===== src/rtl/ecc_scrub_ctrl.sv =====
// ecc_scrub_ctrl -- background scrubber for the ECC-protected FIFO storage RAM.
//
// Walks the RAM one word at a time, using only cycles where the FIFO leaves
// the port free. Each word is read, checked by the external SEC-DED decoder,
// and rewritten re-encoded when the decoder corrected a single-bit error.
// Word layout is {ecc[6:0], data[31:0]}; ecc = {p[5:0], p0}.
//
// Optional feature (compile-time macro): SCRUB_DBE_HALT_EN
//   defined   : a double-bit error parks the scrubber in IDLE with the
//               pointer on the failing word; it restarts only after scrub_en_i
//               has been low for at least one cycle.
//   undefined : double-bit errors are counted and scrubbing carries on.
//
// Ports
//   clk_i, rst_i        clock, synchronous active-high reset
//   scrub_en_i          enable background scrubbing
//   fifo_busy_i         FIFO owns the RAM port this cycle
//   fifo_wr_en_i/addr   FIFO write strobe/address (write-conflict detection)
//   mem_req_o/we/addr   scrubber RAM access, 1=write, address = scrub pointer
//   mem_wdata_o         {encode(corrected data), corrected data}
//   mem_rdata_i         RAM read data (consumed by the external decoder only)
//   dec_data/sbe/dbe_i  decoder result for the word read the previous cycle
//   sbe_cnt_o/dbe_cnt_o saturating error counters
//   pass_done_o         one-cycle pulse when the pointer wraps to 0
//   busy_o              scrubber not idle
module ecc_scrub_ctrl #(
  parameter int DEPTH    = 16,
  parameter int AW       = 4,
  parameter int INTERVAL = 64,
  parameter int CNT_W    = 8
) (
  input  logic             clk_i,
  input  logic             rst_i,
  input  logic             scrub_en_i,
  input  logic             fifo_busy_i,
  input  logic             fifo_wr_en_i,
  input  logic [AW-1:0]    fifo_wr_addr_i,
  output logic             mem_req_o,
  output logic             mem_we_o,
  output logic [AW-1:0]    mem_addr_o,
  output logic [38:0]      mem_wdata_o,
  input  logic [38:0]      mem_rdata_i,
  input  logic [31:0]      dec_data_i,
  input  logic             dec_sbe_i,
  input  logic             dec_dbe_i,
  output logic [CNT_W-1:0] sbe_cnt_o,
  output logic [CNT_W-1:0] dbe_cnt_o,
  output logic             pass_done_o,
  output logic             busy_o
);

  typedef enum logic [2:0] {S_IDLE, S_WAIT, S_RD, S_CHK, S_WB, S_NEXT} state_e;

  localparam int               WAIT_W    = (INTERVAL > 1) ? $clog2(INTERVAL) : 1;
  localparam logic [WAIT_W-1:0] WAIT_LOAD = WAIT_W'(INTERVAL - 1);
  localparam logic [AW-1:0]    LAST      = AW'(DEPTH - 1);
  localparam logic [CNT_W-1:0] CNT_MAX   = '1;

  state_e            state_q;
  logic [AW-1:0]     ptr_q, ptr_d;
  logic [WAIT_W-1:0] wait_q;
  logic [31:0]       fix_q;
  logic [CNT_W-1:0]  sbe_q, sbe_d, dbe_q, dbe_d;
  logic              pass_q;
  logic              conflict;
`ifdef SCRUB_DBE_HALT_EN
  logic              halted_q;
`endif

  // Hamming(38,32) plus overall parity. Codeword positions 1..38; powers of
  // two hold p[5:0], data bits fill the remaining positions in order.
  function automatic logic [6:0] ecc_encode(input logic [31:0] d);
    logic [38:1] cw;
    logic [5:0]  p;
    int          di;
    cw = '0;
    di = 0;
    for (int pos = 1; pos <= 38; pos++) begin
      if ((pos & (pos - 1)) != 0) begin
        cw[pos] = d[di];
        di++;
      end
    end
    p = '0;
    for (int i = 0; i < 6; i++)
      for (int pos = 1; pos <= 38; pos++)
        if (((pos >> i) & 1) != 0) p[i] = p[i] ^ cw[pos];
    return {p, (^d) ^ (^p)};
  endfunction

  // Any FIFO write to the word in flight makes the latched correction stale.
  assign conflict = fifo_wr_en_i && (fifo_wr_addr_i == ptr_q);

  assign ptr_d = (ptr_q == LAST)    ? '0    : ptr_q + 1'b1;
  assign sbe_d = (sbe_q == CNT_MAX) ? sbe_q : sbe_q + 1'b1;
  assign dbe_d = (dbe_q == CNT_MAX) ? dbe_q : dbe_q + 1'b1;

  // Gated by rst_i so a reset landing in WB can never let a write through.
  assign mem_req_o   = !rst_i && !fifo_busy_i &&
                       ((state_q == S_RD) || ((state_q == S_WB) && !conflict));
  assign mem_we_o    = !rst_i && (state_q == S_WB);
  assign mem_addr_o  = ptr_q;
  assign mem_wdata_o = {ecc_encode(fix_q), fix_q};

  assign sbe_cnt_o   = sbe_q;
  assign dbe_cnt_o   = dbe_q;
  assign pass_done_o = pass_q;
  assign busy_o      = (state_q != S_IDLE);

  logic unused_rdata;
  assign unused_rdata = ^mem_rdata_i;

  always_ff @(posedge clk_i) begin
    if (rst_i) begin
      state_q  <= S_IDLE;
      ptr_q    <= '0;
      wait_q   <= '0;
      fix_q    <= '0;
      sbe_q    <= '0;
      dbe_q    <= '0;
      pass_q   <= 1'b0;
`ifdef SCRUB_DBE_HALT_EN
      halted_q <= 1'b0;
`endif
    end else begin
      pass_q <= 1'b0;
      case (state_q)
        S_IDLE: begin
`ifdef SCRUB_DBE_HALT_EN
          if (!scrub_en_i) halted_q <= 1'b0;
          if (scrub_en_i && !halted_q) begin
`else
          if (scrub_en_i) begin
`endif
            wait_q  <= WAIT_LOAD;
            state_q <= S_WAIT;
          end
        end
        S_WAIT: begin
          if (!scrub_en_i)       state_q <= S_IDLE;
          else if (wait_q == '0) state_q <= S_RD;
          else                   wait_q  <= wait_q - 1'b1;
        end
        S_RD: if (!fifo_busy_i) state_q <= S_CHK;
        S_CHK: begin
          // dbe wins when the decoder flags both
          if (dec_dbe_i) begin
            dbe_q <= dbe_d;
`ifdef SCRUB_DBE_HALT_EN
            halted_q <= 1'b1;
            state_q  <= S_IDLE;
`else
            state_q  <= S_NEXT;
`endif
          end else if (dec_sbe_i) begin
            sbe_q   <= sbe_d;
            fix_q   <= dec_data_i;
            state_q <= conflict ? S_NEXT : S_WB;
          end else begin
            state_q <= S_NEXT;
          end
        end
        S_WB: if (conflict || !fifo_busy_i) state_q <= S_NEXT;
        S_NEXT: begin
          ptr_q  <= ptr_d;
          pass_q <= (ptr_q == LAST);
          if (scrub_en_i) begin
            wait_q  <= WAIT_LOAD;
            state_q <= S_WAIT;
          end else begin
            state_q <= S_IDLE;
          end
        end
        default: state_q <= S_IDLE;
      endcase
    end
  end

endmodule


===== config.mk =====
export PLATFORM = sky130hd
export DESIGN_NAME = ecc_scrub_ctrl
export DESIGN_NICKNAME = d
export VERILOG_FILES = /design/src/rtl/ecc_scrub_ctrl.sv
export SDC_FILE = /design/constraint.sdc
export NUM_CORES = 1
export LEC_CHECK = 0
export BUFFER_PORTS_ARGS = -buffer_cell sky130_fd_sc_hd__buf_2
export CAP_MARGIN = 20
export CORE_MARGIN = 1
export CORE_UTILIZATION = 51
export CTS_CLUSTER_SIZE = 10
export DETAILED_ROUTE_END_ITERATION = 8
export PLACE_DENSITY = 0.86
export SYNTH_ARGS = -nofsm -noshare
export SYNTH_HDL_FRONTEND = slang
export SYNTH_SLANG_ARGS = --single-unit

===== constraint.sdc =====
create_clock -name clk_i -period 3.3 [get_ports clk_i]
set_input_delay 0 -clock clk_i [delete_from_list [all_inputs] [get_ports clk_i]]
set_output_delay 0 -clock clk_i [all_outputs]
set_load 0.02 [all_outputs]

==> results.md, run 1 <==
* TNS Setup at 0 ns
* # setup viols final at 0
* CP arrival at 2.38 ns
* Drc violations at 0
* Dpl cell area at 0.00374 sq mm
* WL/cell at 14.6 microns
* Fin worst setup slack at 0.924 ns
* Detailed Route WL at 8820 microns
* Bufs and invs on worst path at 1
* Register area share after synthesis at 39.1%
* 1st-pass router iterations at 4
* Maxcap violations at 0
* Max VDD drop at 0.250 mV
* Post-synth top flop: dfxtp_1
* Outcome: completed
* Post-CTS Resized at 0
* Clock transition at path regs at 0.07 ns
* Clock skew at 0.0140 ns
* Synth async-reset ratio at 0%
* Clk_lat worst skew at 0.35 ns
* All-Layer GR Usage at 26.9%
* N_diodes at 0
* Yosys Warn Count at 0
* Vias/cell at 5.30
* Crit path capture type: primary output
* Top cell by count, worst path: xnor2_1
* Max Clk Rate at 421 MHz
* Starting density of the core at 53.2%
* Site row count at 28
* Via count at 3,198
* Fin area at 0.00431 sq mm
* Post-DP HPWL at 5560 microns
* EDFF count, synth at 0
* Crit path max-delay family: XOR/XNOR gates
* Die area at 0.00654 sq mm
* Mapped cell area at 0.00317 sq mm
* Worst path slowest cell: dfxtp_1
* H-tree levels at 3
* Total CTS buffers at 9
* Synth Area per Inst at 8.17 sq um
* Req. time, crit path at 3.30 ns
* Crit path time final at 2.38 ns
* Clock Path Buffers at 2
* Synth-to-layout area growth at 35.9%
* Leakage at 1.85 nW
* Power Density at 394 mW/mm^2
* Mapped Cells at 388
* I/O Pins at 145
* CORE AREA at 0.00596 sq mm
* Fin crit share at 72.0%
* Final hold violations at 0
* Die height at 80.8 microns
* Nets@finish at 610
* Dpl ws at 1.14 ns
* First-pass GRT wire length at 13,400 microns
* Max-slew violations at 0
* Slew margin rel. at 51.7%
* Clock tree sinks at 62
* Slew @ Worst Pin at 0.722 ns
* RSZ-0062 raised after global routing: no
* Chip width at 80.8 microns
* Crit path cell chain: xnor2_1, xnor2_1, xor2_1, xnor2_1, xnor3_1, xor2_1, buf_2
* Worst hold path class: in -> reg
* CP max stage delay at 0.44 ns
* Critical Path Source Type: flop
* Synth cell types at 34
* Share of layout cells above drive strength 1 at 23.5%
* Commonest non-fill, non-tap cells in the layout: buf_2 (105), nand2_1 (88), dfxtp_1 (62)
* Pin count of the biggest net entering global routing at 65
* TritonCTS clock tree: built
* Vias in the first global route at 2,970
* #FFs+latches synth at 62
* CTS Root Buffer Type: clkbuf_8
* Crit-path max FO at 4
* Syn nets at 475
* Crit Path Class: reg -> out
* GRT Residual Overflow at 0
* Drt initial violations at 152
* Input/output buffers at 105
* Antenna-violating nets left at 0
* RD Place Congestion at 0.813
* Final Power at 1.70 mW
* Final core utilization at 72.3%
* Initial antenna violation count at 0
* Most common cell after layout, fill and taps aside: buf_2
## Yosys cell counts (4+ instances only)
cell      count  area share, %
nand3_1       8            1.3
clkbuf_1     14            1.7
xnor2_1      55             15
nor2_1       23            2.7
o21ai_0       4           0.63
nand2_1      88             10
or3_1         4           0.79
dfxtp_1      62             39
inv_1         4           0.47
xor2_1       28            7.7
nor3_1        9            1.4
and3_1        5           0.99
nand4_1       7            1.4
ha_1          5            2.0
a21oi_1      45            7.1
## metrics by stage
| stage | hold WS, ns | cells |
|---|---|---|
| after global placement | 0.240 | 554 |
| after global routing | 0.0173 | 603 |
| final | 0.0170 | 603 |
| after detailed placement | 0.249 | 554 |
| after CTS | 0.0430 | 602 |
| after floorplan | 0.123 | 388 |
## state kept, by name (all words and copies together), names as in the netlist
name	count
dbe_cnt_o	8
fix_q	32
mem_addr_o	4
pass_done_o	1
sbe_cnt_o	8
state_q	3
wait_q	6
## logic make-up (layout without fill, tap and decap cells)
| kind of cell | count (synthesis) | count (layout) | synth area share, % |
|---|---|---|---|
| AOI/OAI and AO/OA | 61 | 61 | 11.1 |
| xor gates and xnor gates | 84 | 84 | 23.6 |
| adders and majority gates | 5 | 5 | 1.97 |
| buffers and inverters | 20 | 160 | 2.41 |
| DFF | 62 | 62 | 39.1 |
| muxes | 2 | 2 | 0.631 |
| and+or+nand+nor | 154 | 154 | 21.1 |
## cell type report
class | count | area, sq um
clock inverter | 5 | 82.6
clock buffer | 11 | 141
multi-input combinational | 306 | 1850
fill | 436 | 1650
sequential | 62 | 1240
timing repair buffer | 140 | 881
inverter | 4 | 15.0
tap | 75 | 93.8
## layer usage
metal	share of wire [%]	GRT usage, %	up-vias
met5	0	0	-
met4	3.2	13.9	0
met3	5.7	5.17	26
met2	49	48.7	126
met1	42	29.5	1483
li1	-	-	1563
## path summary, 6_finish.rpt
kind / slack, ns / cells after the start / start / end
setup reg to reg: 1.15 / 6 / state_q[0]$_SDFFE_PP0P_ / sbe_cnt_o[4]$_SDFFE_PP0P_
hold / removal: 0.02 / 2 / rst_i / fix_q[30]$_SDFFE_PP0P_
setup / recovery: 0.92 / 7 / fix_q[25]$_SDFFE_PP0P_ / mem_wdata_o[32]
hold reg to reg: 0.49 / 2 / fix_q[12]$_SDFFE_PP0P_ / fix_q[12]$_SDFFE_PP0P_
## report_power, final
part	internal (mW)	total [mW]	switching (mW)	leakage, nW
registers	0.761	0.779	0.0177	0.501
logic	0.0836	0.162	0.0782	1.24
clock network	0.446	0.757	0.311	0.102
## repair_timing
item                                   CTS  global route
buffers inserted                         0             0
endpoints found under the hold margin   32             0
hold buffers                            32             0
Power figures use the tool's default switching activity.
==> run 2: changes to the inputs <==
--- a/config.mk
+++ b/config.mk
@@ -8,10 +8,10 @@
 export BUFFER_PORTS_ARGS = -buffer_cell sky130_fd_sc_hd__buf_2
 export CAP_MARGIN = 20
 export CORE_MARGIN = 1
-export CORE_UTILIZATION = 51
+export CORE_UTILIZATION = 47
 export CTS_CLUSTER_SIZE = 10
 export DETAILED_ROUTE_END_ITERATION = 8
-export PLACE_DENSITY = 0.86
+export PLACE_DENSITY = 0.8
 export SYNTH_ARGS = -nofsm -noshare
 export SYNTH_HDL_FRONTEND = slang
 export SYNTH_SLANG_ARGS = --single-unit
==> constraint.sdc (replaced) <==
create_clock -name clk_i -period 2.4 [get_ports clk_i]
set_input_delay 0 -clock clk_i [delete_from_list [all_inputs] [get_ports clk_i]]
set_output_delay 0 -clock clk_i [all_outputs]
set_load 0.02 [all_outputs]
==> run 2 against run 1 <==
The flow now finishes with violations (design-rule violations). Non-clock buffer count increased by 4. First-iteration DRC count increased by 16%. Power increased by 30%. Clock power increased by 22%. Via count decreased by 0.25%. Setup slack got worse by 0.91 ns.
==> results.md, run 2 (synthesis results as in run 1) <==
* All-Layer GR Usage at 24.5% (-2.4 points)
* RD Place Congestion at 0.920 (+13%)
* Fin crit share at 99.5%
* Initial antenna violation count at 0 (unchanged)
* Clk_lat worst skew at 0.33 ns (-0.02 ns)
* Req. time, crit path at 2.40 ns (-0.90 ns)
* Total CTS buffers at 9 (unchanged)
* Critical Path Source Type: flop
* Largest Register: fix_q
* Worst hold path class: in -> reg
* Drc violations at 24 (+24)
* Met3 WL at 422 microns (-16%)
* Hold EP: state_q[0]$_SDFFE_PP0P_
* Slew margin rel. at 60.4% (+8.6 points)
* Crit path time final at 2.39 ns
* Failing checks: design-rule violations
* Detailed Route WL at 8660 microns (-1.9%)
* Vias/cell at 5.24 (-1.2%)
* Metal2 WL at 4370 microns (+0.51%)
* TritonCTS clock tree: built
* R2R depth at 6 (unchanged)
* Max Clk Rate at 419 MHz
* Top Metal Used: met4
* Slew @ Worst Pin at 0.595 ns (-0.128 ns)
* Clock skew at 0.00482 ns (-0.00919 ns)
* WL/cell at 14.2 microns (-2.9%)
* Crit-path max FO at 4 (unchanged)
* TNS Setup at 0 ns (unchanged)
* Power Density at 507 mW/mm^2 (+29%)
* Via count at 3,190 (-0.25%)
* Final core utilization at 67.9% (-4.4 points)
* Met1 WL at 3640 microns (-1.4%)
* Synth-to-layout area growth at 37.6%
* Crit Path Class: reg -> out
* 1st-pass router iterations at 6 (+2)
* Site row count at 29 (+3.6%)
* Fin cells at 609 (+1.0%)
* Post-DP HPWL at 5750 microns (+3.3%)
* Pin count of the biggest net entering global routing at 34 (-48%)
* Fin worst setup slack at 0.0118 ns (-0.913 ns)
* Dpl ws at 0.390 ns (-0.749 ns)
* H-tree levels at 3 (unchanged)
* Share of layout cells above drive strength 1 at 26.1% (+2.6 points)
* Fin area at 0.00436 sq mm (+1.2%)
* Final Power at 2.21 mW (+30%)
* Clock Path Buffers at 2 (unchanged)
* Max VDD drop at 0.336 mV (+34%)
* Drt initial violations at 177 (+16%)
* Worst r2r src: state_q[0]$_SDFFE_PP0P_
* CORE AREA at 0.00642 sq mm (+7.8%)
* Dpl cell area at 0.00377 sq mm (+0.67%)
* Chip width at 84.1 microns (+4.1%)
* Hold Crit Depth at 4 (+2)
* Commonest non-fill, non-tap cells in the layout: buf_2 (105), nand2_1 (88), dfxtp_1 (58)
* Max-slew violations at 0 (unchanged)
* DP Cell Count at 559 (+0.90%)
* Final hold violations at 0 (unchanged)
* Most common cell after layout, fill and taps aside: buf_2
* Clock tree sinks at 62 (unchanged)
* Crit path capture type: primary output
* Hold slack at 0.0339 ns (+0.0170 ns)
* Maxcap violations at 0 (unchanged)
* Reg2Reg Capture Point: sbe_cnt_o[5]$_SDFFE_PP0P_
* Die area at 0.00708 sq mm (+8.3%)
* Outcome: finished with violations
* Antenna-violating nets left at 0 (unchanged)
* CP arrival at 2.39 ns (about the same)
* FF-to-FF setup slack at 0.50 ns (-0.65 ns)
* CTS Root Buffer Type: clkbuf_8
* Max reg flops at 32 (unchanged)
* Vias in the first global route at 3,069 (+3.3%)
* N_diodes at 0 (unchanged)
* First-pass GRT wire length at 13,700 microns (+2.8%)
* Clock transition at path regs at 0.07 ns (about the same)
* Nets@finish at 614 (+0.66%)
* Hold Crit Start: fifo_busy_i
* Die height at 84.1 microns (+4.1%)
* Leakage at 1.88 nW (+2.0%)
* GRT Residual Overflow at 0 (unchanged)
* Starting density of the core at 49.4% (-3.9 points)
* I/O Pins at 145 (unchanged)
* # setup viols final at 0 (unchanged)
* Input/output buffers at 105 (unchanged)
==> run 2: cell count changes in the layout (fill, tap and decap cells not counted), sizes merged <==
cell / previous run / this run
clkinvlp: 3 / 0
bufinv: 2 / 1
buf: 108 / 112
clkinv: 0 / 3
clkbuf: 11 / 12
==> run 2: routing by layer <==
| metal | track usage, % | vias up |
|---|---|---|
| met4 | 9.56 | 0 |
| met2 | 44.3 | 108 |
| met3 | 5.31 | 19 |
| met5 | 0 | - |
| met1 | 28.0 | 1500 |
| li1 | - | 1563 |
==> run 2: worst max-delay path, stage by stage (launching register included) <==
cell,delay (ns)
dfxtp_1,0.37
xnor2_1,0.33
xnor2_2,0.17
xor2_2,0.22
xnor2_2,0.25
xnor3_1,0.38
xor2_1,0.15
buf_2,0.18
==> run 2: where the power goes <==
part           internal (mW)  total [mW]  switching, mW
Clock                  0.531       0.925          0.393
Sequential              1.05        1.07         0.0246
Combinational          0.113       0.216          0.103
==> run 2: final cells by class <==
cell class	count	area [sq um]
flip-flops and latches	62	1250
repair buffers	144	898
clock inverters	4	45.0
fillers	530	2060
inverters	4	15.0
well taps	77	96.3
clock buffers	12	155
multi-input cells	306	1910
==> run 2: timing repair <==
action                                 in CTS  in global routing
hold buffers                               32                  0
setup buffers                               0                  2
setup endpoints to repair                   1                  1
gates resized for setup                     1                 10
endpoints found under the hold margin      32                  0
pin swaps                                   0                  4
==> run 2: how the worst max path moves through the flow <==
stage | startpoint | to | cells after the start
final | fix_q[6]$_SDFFE_PP0P_ | mem_wdata_o[32] | 7
after global routing | fix_q[6]$_SDFFE_PP0P_ | mem_wdata_o[32] | 7
after CTS | fix_q[16]$_SDFFE_PP0P_ | mem_wdata_o[32] | 7
after detailed placement | fix_q[10]$_SDFFE_PP0P_ | mem_wdata_o[32] | 6
after global placement | fix_q[30]$_SDFFE_PP0P_ | mem_wdata_o[32] | 7
after floorplan | mem_addr_o[0]$_SDFFE_PP0N_ | mem_req_o | 5
